==> config.mk <==
export PLATFORM = sky130hd
export DESIGN_NAME = cpu_seq_ctrl
export DESIGN_NICKNAME = d
export VERILOG_FILES = /design/src/rtl/cpu_seq_ctrl.sv
export SDC_FILE = /design/constraint.sdc
export NUM_CORES = 1
export LEC_CHECK = 0
export CORE_ASPECT_RATIO = 0.75
export CORE_UTILIZATION = 45
export CTS_BUF_LIST = sky130_fd_sc_hd__clkbuf_4 sky130_fd_sc_hd__clkbuf_8
export DETAILED_ROUTE_END_ITERATION = 10
export GPL_ROUTABILITY_DRIVEN = 0
export GPL_TIMING_DRIVEN = 0
export PLACE_DENSITY = 0.81
export SYNTH_ARGS = -nofsm -noshare
export SYNTH_HDL_FRONTEND = slang
export SYNTH_SLANG_ARGS = --single-unit
==> constraint.sdc <==
create_clock -name clk_i -period 2.24 [get_ports clk_i]
set_input_delay 0.448 -clock clk_i [delete_from_list [all_inputs] [get_ports clk_i]]
set_output_delay 0.448 -clock clk_i [all_outputs]
set_load 0.01 [all_outputs]
==> src/rtl/cpu_seq_ctrl.sv <==
// Multi-cycle RV32I sequencer: fetches over the shared memory port, decodes the
// opcode class from the latched instruction and drives datapath write strobes and traps.
module cpu_seq_ctrl #(
  parameter int unsigned TIMEOUT = 255
) (
  input  logic        clk_i,
  input  logic        rst_i,
  input  logic        run_i,
  output logic        mem_req_o,
  output logic        mem_ifetch_o,
  output logic        mem_we_o,
  output logic [1:0]  mem_size_o,
  input  logic        mem_ack_i,
  input  logic [31:0] instr_i,
  output logic [31:0] ir_o,
  input  logic        branch_taken_i,
  output logic        pc_we_o,
  output logic [1:0]  pc_sel_o,
  output logic        rf_we_o,
  output logic [1:0]  wb_sel_o,
  output logic        csr_we_o,
  output logic        trap_o,
  output logic [3:0]  trap_cause_o,
  output logic        retire_o,
  output logic        busy_o
);

  localparam int unsigned CW = $clog2(TIMEOUT + 2);

  localparam logic [6:0] OPC_LUI    = 7'b0110111;
  localparam logic [6:0] OPC_AUIPC  = 7'b0010111;
  localparam logic [6:0] OPC_JAL    = 7'b1101111;
  localparam logic [6:0] OPC_JALR   = 7'b1100111;
  localparam logic [6:0] OPC_BRANCH = 7'b1100011;
  localparam logic [6:0] OPC_LOAD   = 7'b0000011;
  localparam logic [6:0] OPC_STORE  = 7'b0100011;
  localparam logic [6:0] OPC_OPIMM  = 7'b0010011;
  localparam logic [6:0] OPC_OP     = 7'b0110011;
  localparam logic [6:0] OPC_MISC   = 7'b0001111;
  localparam logic [6:0] OPC_SYSTEM = 7'b1110011;
  localparam logic [6:0] F7_ALT     = 7'b0100000;

  typedef enum logic [2:0] {
    S_IDLE, S_FETCH, S_DECODE, S_EXEC, S_MEM, S_WB, S_TRAP
  } state_e;

  state_e          state_q, state_d;
  logic [31:0]     ir_q, ir_d;
  logic [CW-1:0]   cnt_q, cnt_d;
  logic [3:0]      cause_q, cause_d;

  logic [6:0] opcode, funct7;
  logic [2:0] funct3;
  logic       is_lui, is_auipc, is_jal, is_jalr, is_branch, is_load, is_store;
  logic       is_opimm, is_op, is_csr, writes_rd, rd_nz, rs1_nz;
  logic       dec_legal, timeout_hit;
  logic [3:0] dec_cause;

  assign opcode    = ir_q[6:0];
  assign funct3    = ir_q[14:12];
  assign funct7    = ir_q[31:25];
  assign rd_nz     = (ir_q[11:7] != 5'd0);
  assign rs1_nz    = (ir_q[19:15] != 5'd0);
  assign is_lui    = (opcode == OPC_LUI);
  assign is_auipc  = (opcode == OPC_AUIPC);
  assign is_jal    = (opcode == OPC_JAL);
  assign is_jalr   = (opcode == OPC_JALR);
  assign is_branch = (opcode == OPC_BRANCH);
  assign is_load   = (opcode == OPC_LOAD);
  assign is_store  = (opcode == OPC_STORE);
  assign is_opimm  = (opcode == OPC_OPIMM);
  assign is_op     = (opcode == OPC_OP);
  assign is_csr    = (opcode == OPC_SYSTEM) && (funct3[1:0] != 2'b00);
  assign writes_rd = is_lui | is_auipc | is_jal | is_jalr | is_load | is_opimm | is_op | is_csr;

  // An ack arriving in the cycle the counter would reach TIMEOUT takes priority.
  assign timeout_hit = (TIMEOUT != 0) && !mem_ack_i && (cnt_q == CW'(TIMEOUT - 1));

  always_comb begin
    dec_legal = 1'b0;
    dec_cause = 4'd2;
    case (opcode)
      OPC_LUI, OPC_AUIPC, OPC_JAL: dec_legal = 1'b1;
      OPC_JALR:   dec_legal = (funct3 == 3'b000);
      OPC_BRANCH: dec_legal = (funct3 != 3'b010) && (funct3 != 3'b011);
      OPC_LOAD:   dec_legal = (funct3 != 3'b011) && (funct3 != 3'b110) && (funct3 != 3'b111);
      OPC_STORE:  dec_legal = (funct3 <= 3'b010);
      OPC_OPIMM: begin
        case (funct3)
          3'b001:  dec_legal = (funct7 == 7'd0);
          3'b101:  dec_legal = (funct7 == 7'd0) || (funct7 == F7_ALT);
          default: dec_legal = 1'b1;
        endcase
      end
      OPC_OP: dec_legal = (funct7 == 7'd0) ||
                          ((funct7 == F7_ALT) && ((funct3 == 3'b000) || (funct3 == 3'b101)));
      OPC_MISC: dec_legal = (funct3[2:1] == 2'b00);
      OPC_SYSTEM: begin
        if (ir_q == 32'h0000_0073)      dec_cause = 4'd11;
        else if (ir_q == 32'h0010_0073) dec_cause = 4'd3;
        else                            dec_legal = is_csr;
      end
      default: dec_legal = 1'b0;
    endcase
  end

  always_comb begin
    state_d      = state_q;
    ir_d         = ir_q;
    cnt_d        = '0;
    cause_d      = cause_q;
    mem_req_o    = 1'b0;
    mem_ifetch_o = 1'b0;
    mem_we_o     = 1'b0;
    mem_size_o   = 2'd0;
    pc_we_o      = 1'b0;
    pc_sel_o     = 2'd0;
    rf_we_o      = 1'b0;
    wb_sel_o     = 2'd0;
    csr_we_o     = 1'b0;
    trap_o       = 1'b0;
    retire_o     = 1'b0;
    case (state_q)
      S_IDLE: if (run_i) state_d = S_FETCH;
      S_FETCH: begin
        mem_req_o    = 1'b1;
        mem_ifetch_o = 1'b1;
        mem_size_o   = 2'd2;
        if (mem_ack_i) begin
          ir_d    = instr_i;
          state_d = S_DECODE;
        end else if (timeout_hit) begin
          cause_d = 4'd1;
          state_d = S_TRAP;
        end else begin
          cnt_d = cnt_q + CW'(1);
        end
      end
      S_DECODE: begin
        if (dec_legal) begin
          state_d = S_EXEC;
        end else begin
          cause_d = dec_cause;
          state_d = S_TRAP;
        end
      end
      S_EXEC: state_d = (is_load || is_store) ? S_MEM : S_WB;
      S_MEM: begin
        mem_req_o  = 1'b1;
        mem_we_o   = is_store;
        mem_size_o = ir_q[13:12];
        if (mem_ack_i) begin
          state_d = S_WB;
        end else if (timeout_hit) begin
          cause_d = is_store ? 4'd7 : 4'd5;
          state_d = S_TRAP;
        end else begin
          cnt_d = cnt_q + CW'(1);
        end
      end
      S_WB: begin
        rf_we_o  = writes_rd && rd_nz;
        if (is_load)                wb_sel_o = 2'd1;
        else if (is_jal || is_jalr) wb_sel_o = 2'd2;
        else if (is_csr)            wb_sel_o = 2'd3;
        csr_we_o = is_csr && ((funct3[1:0] == 2'b01) || rs1_nz);
        pc_we_o  = 1'b1;
        if (is_jal || (is_branch && branch_taken_i)) pc_sel_o = 2'd1;
        else if (is_jalr)                            pc_sel_o = 2'd2;
        retire_o = 1'b1;
        state_d  = run_i ? S_FETCH : S_IDLE;
      end
      S_TRAP: begin
        trap_o   = 1'b1;
        pc_we_o  = 1'b1;
        pc_sel_o = 2'd3;
        state_d  = run_i ? S_FETCH : S_IDLE;
      end
      default: state_d = S_IDLE;
    endcase
  end

  always_ff @(posedge clk_i) begin
    if (rst_i) begin
      state_q <= S_IDLE;
      ir_q    <= '0;
      cnt_q   <= '0;
      cause_q <= '0;
    end else begin
      state_q <= state_d;
      ir_q    <= ir_d;
      cnt_q   <= cnt_d;
      cause_q <= cause_d;
    end
  end

  assign ir_o         = ir_q;
  assign trap_cause_o = cause_q;
  assign busy_o       = (state_q != S_IDLE);

endmodule
=== Yosys cells after proc, flatten, opt, wreduce, memory -nomap -nowiden ===
Index checks and enable logic that the tools add are counted.

* Memory bits (read-only): 0
* Memories: 0
* Register bits after elaboration: 48
* Latch bits: 0
* Bits in writable memories: 0

* Equality and inequality tests: 34
* Muxes and demuxes: 38
* Multiply operators: 0
* Bitwise operators: 8
* Order comparisons: 1
* Shift-type cells: 0
* Reductions and logical operators: 32
* Div/mod/pow operators: 0
* Add/subtract/negate cells: 1

{| class="wikitable"
|+ Operators with widths
! cell !! number
|-
| == test 32 x 21 -> 1 bit (second input constant) || 1
|-
| == test 32 x 7 -> 1 bit (second input constant) || 1
|-
| == test 7 x 6 -> 1 bit (second input constant) || 4
|-
| == test 7 bit (second input constant) || 4
|-
| 2-to-1 mux 4 bit || 7
|-
| one-hot mux 3 bit (6 select lines) || 1
|-
| 2-to-1 mux 3 bit || 5
|-
| == test 7 x 5 -> 1 bit (second input constant) || 2
|-
| 2-to-1 mux 2 bit || 7
|-
| 2-to-1 mux 1 bit || 13
|-
| == test 3 bit (second input constant) || 4
|-
| != test 2 bit (second input constant) || 6
|-
| one-hot mux 4 bit (3 select lines) || 1
|-
| nonzero test 5 bit || 2
|-
| adder 9 x 1 -> 9 bit (second input constant) || 1
|-
| == test 9 x 8 -> 1 bit (second input constant) || 1
|-
| logical AND 1 bit || 9
|-
| one-hot mux 1 bit (9 select lines) || 1
|-
| one-hot mux 2 bit (2 select lines) || 2
|-
| == test 7 x 2 -> 1 bit (second input constant) || 1
|-
| == test 7 x 4 -> 1 bit (second input constant) || 1
|-
| logical NOT 7 bit || 1
|-
| logical OR 1 bit || 7
|-
| bitwise OR 1 bit || 7
|-
| 18 further kinds || 25
|}

=== Logic depth before layout (Yosys ltp) ===
Gate-level depths: netlist of run 1.

* Word-level depth: 10
* Gate-level depth with buffers: 7
* Gate-level depth less buffers: 7

=== Least setup slack after synthesis of run 1 ===
Ideal clock, no wire load.

* Path kind: flip-flop to output port
* Start point: register ir_q[3] (netlist: ir_o[3])
* End point: output rf_we_o
* Setup slack: 0.190 ns
* Arrival time: 1.602 ns
* Cell stages (with the launch flop): 7
* Path through: dfxtp_1 -> buf_4 -> nand4bb_1 -> nor3_1 -> o21ai_0 -> nor2b_1 -> a211oi_1

* Word-level cells in the longest chain between the ends: 10
* Elaborated cells on any way between the ends: 18
* Those cells by class: eq/ne: 8; mux: 1; bitwise: 7; reduce/logical: 2

{| class="wikitable"
|+ RTL lines
! what !! line !! text
|-
| start, declared || 48 || <nowiki>logic [31:0] ir_q, ir_d;</nowiki>
|-
| start signal, assigned || 191 || <nowiki>ir_q <= ir_d;</nowiki>
|-
| == test 7 x 6 -> 1 bit / == test 7 x 5 -> 1 bit (equally long branches) || 64, 65 ||
|-
| bitwise OR 1 bit (6 in a row) || 74 || <nowiki>assign writes_rd = is_lui | is_auipc | is_jal | is_jalr | is_load | is_opimm | is_op | is_csr;</nowiki>
|-
| bitwise OR 1 bit (*) || 74 ||
|-
| logical AND 1 bit (*) || 162 || <nowiki>rf_we_o = writes_rd && rd_nz;</nowiki>
|-
| 2-to-1 mux 1 bit (*) || 123 || <nowiki>case (state_q)</nowiki>
|-
| end, declared || 19 || <nowiki>output logic rf_we_o,</nowiki>
|}

Every way passes the cells marked *; elsewhere a longest branch is shown, timed or not.

=== Worst setup path after layout of run 1 ===
Same ends and word-level chain as after synthesis.

==> results_dict.tcl, run 1 <==
set metrics [dict create \
    path_max_fanout 5 \
    clk_pin_slew_ps 90 \
    r2r_start "ir_o[3]$_SDFFE_PP0P_" \
    r2r_slack_ps 30 \
    cts-root-buf "clkbuf_8" \
    cts_num_sinks 48 \
    arrival_ps 1830 \
    overflow 0 \
    die-height_um 64.7 \
    powerDensity_nw_per_um2 577 \
    fin_total_pwr_mw 2.17 \
    initial_core_util_pct 47.4 \
    holdWs_ps 458 \
    synth_top_area_cell "dfxtp_1" \
    antenna_cells 0 \
    grt.total_usage_pct 28.0 \
    synth_nets 350 \
    hold_start "trap_cause_o[3]$_SDFFE_PP0P_" \
    grtUsageMet1_pct 35.9 \
    die_w_um 85.6 \
    yosys_warnings 0 \
    final_hold_viol_count 0 \
    cp-end-kind "output port" \
    drive_above_1_share_pct 17.8 \
    worst_pin_slew_ps 522 \
    violations "negative setup slack" \
    drc 0 \
    io_pins 88 \
    cts_buffers 5 \
    r2r_cells 14 \
    reg2reg_to "trap_cause_o[3]$_SDFFE_PP0P_" \
    max_freq_mhz 438 \
    avgSynthCellArea_um2 7.59 \
    relSlewSlack_pct 65.2 \
    vias_per_cell 5.44 \
    setup-tns-final_ps -75.4 \
    drt-total-wl_um 7680 \
    critPathLaunchType "register" \
    ant_nets 0 \
    cts_tree "yes" \
    fin_skew_ps 3.64 \
    netlist.area_leader.share_pct 40.7 \
    clk_latency_ps 300 \
    period_needed_ps 2280 \
    final_core_utilization_pct 75.4 \
    place_inst 469 \
    wl_per_cell_um 15.4 \
    hold_class "register to register" \
    drt_iter0_drc 266 \
    worstPathRequired_ps 1790 \
    drt_first_pass_iters 5 \
    path_class "register to output port" \
    num_vias 2717 \
    grt.busiest_layer "met2" \
    ys_seq_area_share_pct 40.7 \
    synth_edf_count 0 \
    grt_first_pass_wirelength_um 12000 \
    cp-startpoint "ir_o[3]$_SDFFE_PP0P_" \
    min_period_over_period_pct 102 \
    synth_cell_types 52 \
    grt_max_degree 15 \
    rsz0062_at_grt "true" \
    coreArea_um2 4980 \
    synth-seq-cells 48 \
    fin_cells 499 \
    syn_area_um2 2360 \
    setup_ws_ps -40.8 \
    nets 465 \
    antenna_found_initial 0 \
    synth_common_cells "nand2_1, dfxtp_1, a21oi_1, nor2_1, clkbuf_1" \
    htree_levels 2 \
    setup_violations 3 \
    cts_hold_buf 0 \
    cts_buffer_depth 2 \
    fill_cells 339 \
    use_met2_pct 46.2 \
    dieArea_um2 5540 \
    io_buffers 86 \
    synth_flop_cell "dfxtp_1" \
    syn-instance-count 311 \
    pre_cts_ws_ps -535 \
    num_rows 22 \
    synth_most_common_cell "nand2_1" \
    placed_area_um2 3310 \
    async_reset_ff_share_pct 0 \
    synthToLayoutAreaGrowth_pct 59.1 \
    grt_pass1_vias 2503 \
    ir_worst_vdd_v 0.000352 \
    max_cap_viol_count 0 \
    report.final.slew_viol_count 0 \
    leakage_nw 1.44 \
    endpoint "rf_we_o" \
    grt_util_met3_pct 5.35 \
    outcome "complete, but fails checks" \
    design_area_um2 3760 \
    dpl.hpwl_um 4980 \
    ys_top_cells_by_area "dfxtp_1, nand2_1, a21oi_1, nor2_1, clkbuf_1" \
]
what timing repair did:
action	CTS	global route
pin swaps	8	8
buffers inserted	21	5
setup endpoints to repair	14	15
resized for setup	61	24
registers in the layout, summed over array words and instances, names as in the netlist:
signal / cells
trap_cause_o: 4
ir_o: 32
cnt_q: 9
state_q: 3
layout make-up:
| cell class | instances | area (um2) | area share, % |
|---|---|---|---|
| inverter | 8 | 30.0 | 0.799 |
| buffer | 19 | 110 | 2.93 |
| multi-input combinational | 234 | 1380 | 36.7 |
| timing repair buffer | 110 | 1060 | 28.1 |
| clock inverter | 2 | 35.0 | 0.933 |
| tap | 72 | 90.1 | 2.40 |
| sequential | 48 | 980 | 26.1 |
| clock buffer | 6 | 76.3 | 2.03 |
cell families after synthesis:
logic type	share of synthesized area, %
flops	40.7
buf+inv	5.78
mux	0.424
compound gates	19.0
fa+ha+maj	1.06
simple gates	29.7
xor+xnor	3.34
report_power, final:
group / total [mW] / leakage, nW / internal (mW) / switching, mW
Clock: 0.635 / 0.0586 / 0.344 / 0.292
Combinational: 0.577 / 0.985 / 0.293 / 0.284
Sequential: 0.953 / 0.394 / 0.901 / 0.0521
layout by cell type (no fill, tap or decap), types with 7 or more instances in the layout:
| cell | count |
|---|---|
| clkbuf_1 | 8 |
| buf_6 | 11 |
| nand2_1 | 72 |
| clkdlybuf4s50_1 | 77 |
| a21oi_1 | 38 |
| buf_4 | 20 |
| nor2_1 | 25 |
| buf_2 | 7 |
| inv_1 | 8 |
| dfxtp_1 | 41 |
worst min-delay path by stage:
stage                     cells past startpoint  slack, ps                           end
after floorplan                               1        430           cnt_q[0]$_SDFF_PP0_
after global placement                        1        440           cnt_q[0]$_SDFF_PP0_
after detailed placement                      1        460           cnt_q[0]$_SDFF_PP0_
after CTS                                     2        460  trap_cause_o[3]$_SDFFE_PP0P_
after global routing                          2        490  trap_cause_o[3]$_SDFFE_PP0P_
final                                         2        460  trap_cause_o[3]$_SDFFE_PP0P_
metal layers:
metal	wire length [um]	share of wire, %	up-vias
met5	0	0	-
met4	207	2.7	0
met3	532	6.9	21
met2	3510	46	143
met1	3430	45	1244
li1	-	-	1309
critical path: stages, from the launching register on:
cell	delay, ps
dfxtp_4	380
nand4bb_4	260
nor3_4	250
o21ai_2	140
nor2b_4	160
a211oi_2	180
buf_2	170
Power figures use the tool's default switching activity.
==> run 2: changes to the inputs <==
--- a/config.mk
+++ b/config.mk
@@ -12,3 +12,2 @@
 export GPL_ROUTABILITY_DRIVEN = 0
-export GPL_TIMING_DRIVEN = 0
 export PLACE_DENSITY = 0.81
==> constraint.sdc (replaced) <==
create_clock -name clk_i -period 2.24 [get_ports clk_i]
set_input_delay 0.224 -clock clk_i [delete_from_list [all_inputs] [get_ports clk_i]]
set_output_delay 0.224 -clock clk_i [all_outputs]
set_load 0.01 [all_outputs]
==> results_dict.tcl, run 2 (synthesis gave the netlist of run 1 again) <==
set metrics [dict create \
    outcome "completed" \
    io_pins 88 \
    hold_start "instr_i[1]" \
    drive_above_1_share_pct 11.4 \
    cts-root-buf "clkbuf_8" \
    multi_input_area_um2 1320 \
    final_hold_viol_count 0 \
    htree_levels 2 \
    reg2reg_to "trap_cause_o[0]$_SDFFE_PP0P_" \
    relSlewSlack_pct 65.0 \
    antenna_cells 0 \
    cp-end-kind "output port" \
    p_sw_uw 598 \
    setup_ws_ps 63.7 \
    seqPwrFrac_pct 45.2 \
    wl_per_cell_um 13.8 \
    worst_pin_slew_ps 519 \
    overflow 0 \
    dieArea_um2 5540 \
    critPathLaunchType "register" \
    path_class "register to output port" \
    grt_max_degree 32 \
    pwr-share-comb_pct 25.1 \
    fin_skew_ps 9.45 \
    postCtsSetupBuffers 0 \
    swShare_pct 28.1 \
    leakage_nw 1.32 \
    fill_cells 411 \
    r2r_slack_ps 220 \
    path_max_fanout 6 \
    grt_first_pass_wirelength_um 10600 \
    ir_worst_vdd_v 0.000423 \
    holdWs_ps 456 \
    final_cell_mix "clkdlybuf4s50_1, nand2_1, dfxtp_1, a21oi_1, nor2_1" \
    cts_tree "yes" \
    min_period_over_period_pct 97.2 \
    drc 0 \
    report.final.slew_viol_count 0 \
    coreArea_um2 4980 \
    cts_buffers 5 \
    vias_per_cell 5.34 \
    die-height_um 64.7 \
    r2r_cells 5 \
    antenna_found_initial 0 \
    final_common_cell "clkdlybuf4s50_1" \
    min_path_cells 3 \
    initial_core_util_pct 47.4 \
    powerDensity_nw_per_um2 597 \
    period_needed_ps 2180 \
    drt-total-wl_um 6610 \
    die_w_um 85.6 \
    drt_iter0_drc 143 \
    max_freq_mhz 459 \
    fin_total_pwr_mw 2.13 \
    grt.total_usage_pct 24.4 \
    largest_reg_flops 32 \
    io_buffers 87 \
    synthToLayoutAreaGrowth_pct 51.0 \
    hold_class "primary input to register" \
    pre_cts_ws_ps 51.7 \
    cts_buffer_depth 2 \
    num_rows 22 \
    num_vias 2546 \
    dpl.hpwl_um 4930 \
    p_clk_share_pct 29.7 \
    drt_first_pass_iters 4 \
    ant_nets 0 \
    cts_num_sinks 48 \
    arrival_ps 1950 \
    grt_pass1_vias 2253 \
    clk_latency_ps 300 \
    rsz0062_at_grt "true" \
    clk_pin_slew_ps 90 \
    r2r_start "ir_o[12]$_SDFFE_PP0P_" \
    final_core_utilization_pct 71.6 \
    nets 443 \
    max_cap_viol_count 0 \
    setup_violations 0 \
    p_int_mw 1.53 \
    seq_area_um2 972 \
    worstPathRequired_ps 2020 \
    whs_endpoint "ir_o[1]$_SDFFE_PP0P_" \
]
[run 2: how the worst max path moves through the flow]
| stage | from | end | slack [ps] | cells after the start |
|---|---|---|---|---|
| floorplan | ir_o[12]$_SDFFE_PP0P_ | trap_cause_o[0]$_SDFFE_PP0P_ | 330 | 6 |
| global placement | ir_o[0]$_SDFFE_PP0P_ | wb_sel_o[0] | 120 | 5 |
| detailed placement | ir_o[0]$_SDFFE_PP0P_ | wb_sel_o[0] | 50 | 5 |
| CTS | ir_o[2]$_SDFFE_PP0P_ | pc_sel_o[0] | 20 | 6 |
| global route | ir_o[0]$_SDFFE_PP0P_ | mem_we_o | -1 | 4 |
| finish | ir_o[0]$_SDFFE_PP0P_ | mem_we_o | 60 | 4 |
[run 2: critical path: stages (launching register included)]
cell and delay, ps:
dfxtp_4 400, nor4bb_4 320, nand2_1 120, nor2_1 230
clkdlybuf4s50_1 580
[run 2: layer usage]
metal | up-vias | track usage (%) | part of all wire (%)
li1 | 1257 | - | -
met5 | - | 0 | 0
met1 | 1190 | 33.6 | 48
met2 | 91 | 37.2 | 44
met4 | 0 | 7.08 | 1.2
met3 | 8 | 7.13 | 7.0
[run 2: layout make-up]
type,count,share of cell area (%)
timing repair buffer,107,29.4
multi-input combinational,234,36.9
clock buffer,6,2.14
clock inverter,2,0.982
tap,72,2.53
sequential,48,27.3
inverter,8,0.842
[run 2: per-stage QoR]
stage / instance area, um2 / setup TNS, ps / instances
after global routing: 3570 / -1.38 / 477
after detailed placement: 3390 / 0 / 469
after global placement: 3390 / 0 / 469
final: 3570 / 0 / 477
after CTS: 3530 / 0 / 477
after floorplan: 2360 / 0 / 311
[run 2: power by group through the flow]
stage	sequential (mW)	clock [mW]	combinational [mW]
CTS	0.959	0.638	0.533
finish	0.962	0.632	0.535
floorplan	0.971	0	0.254
global route	0.972	0.689	0.580
detailed placement	0.976	0	0.528
global placement	0.973	0	0.521
[run 2: timing repair]
action / CTS / global route
gates resized for setup: 12 / 12
cloned: 0 / 0
hold buffers: 0 / 0
endpoints found under the setup margin: 7 / 7
pin swaps: 0 / 1
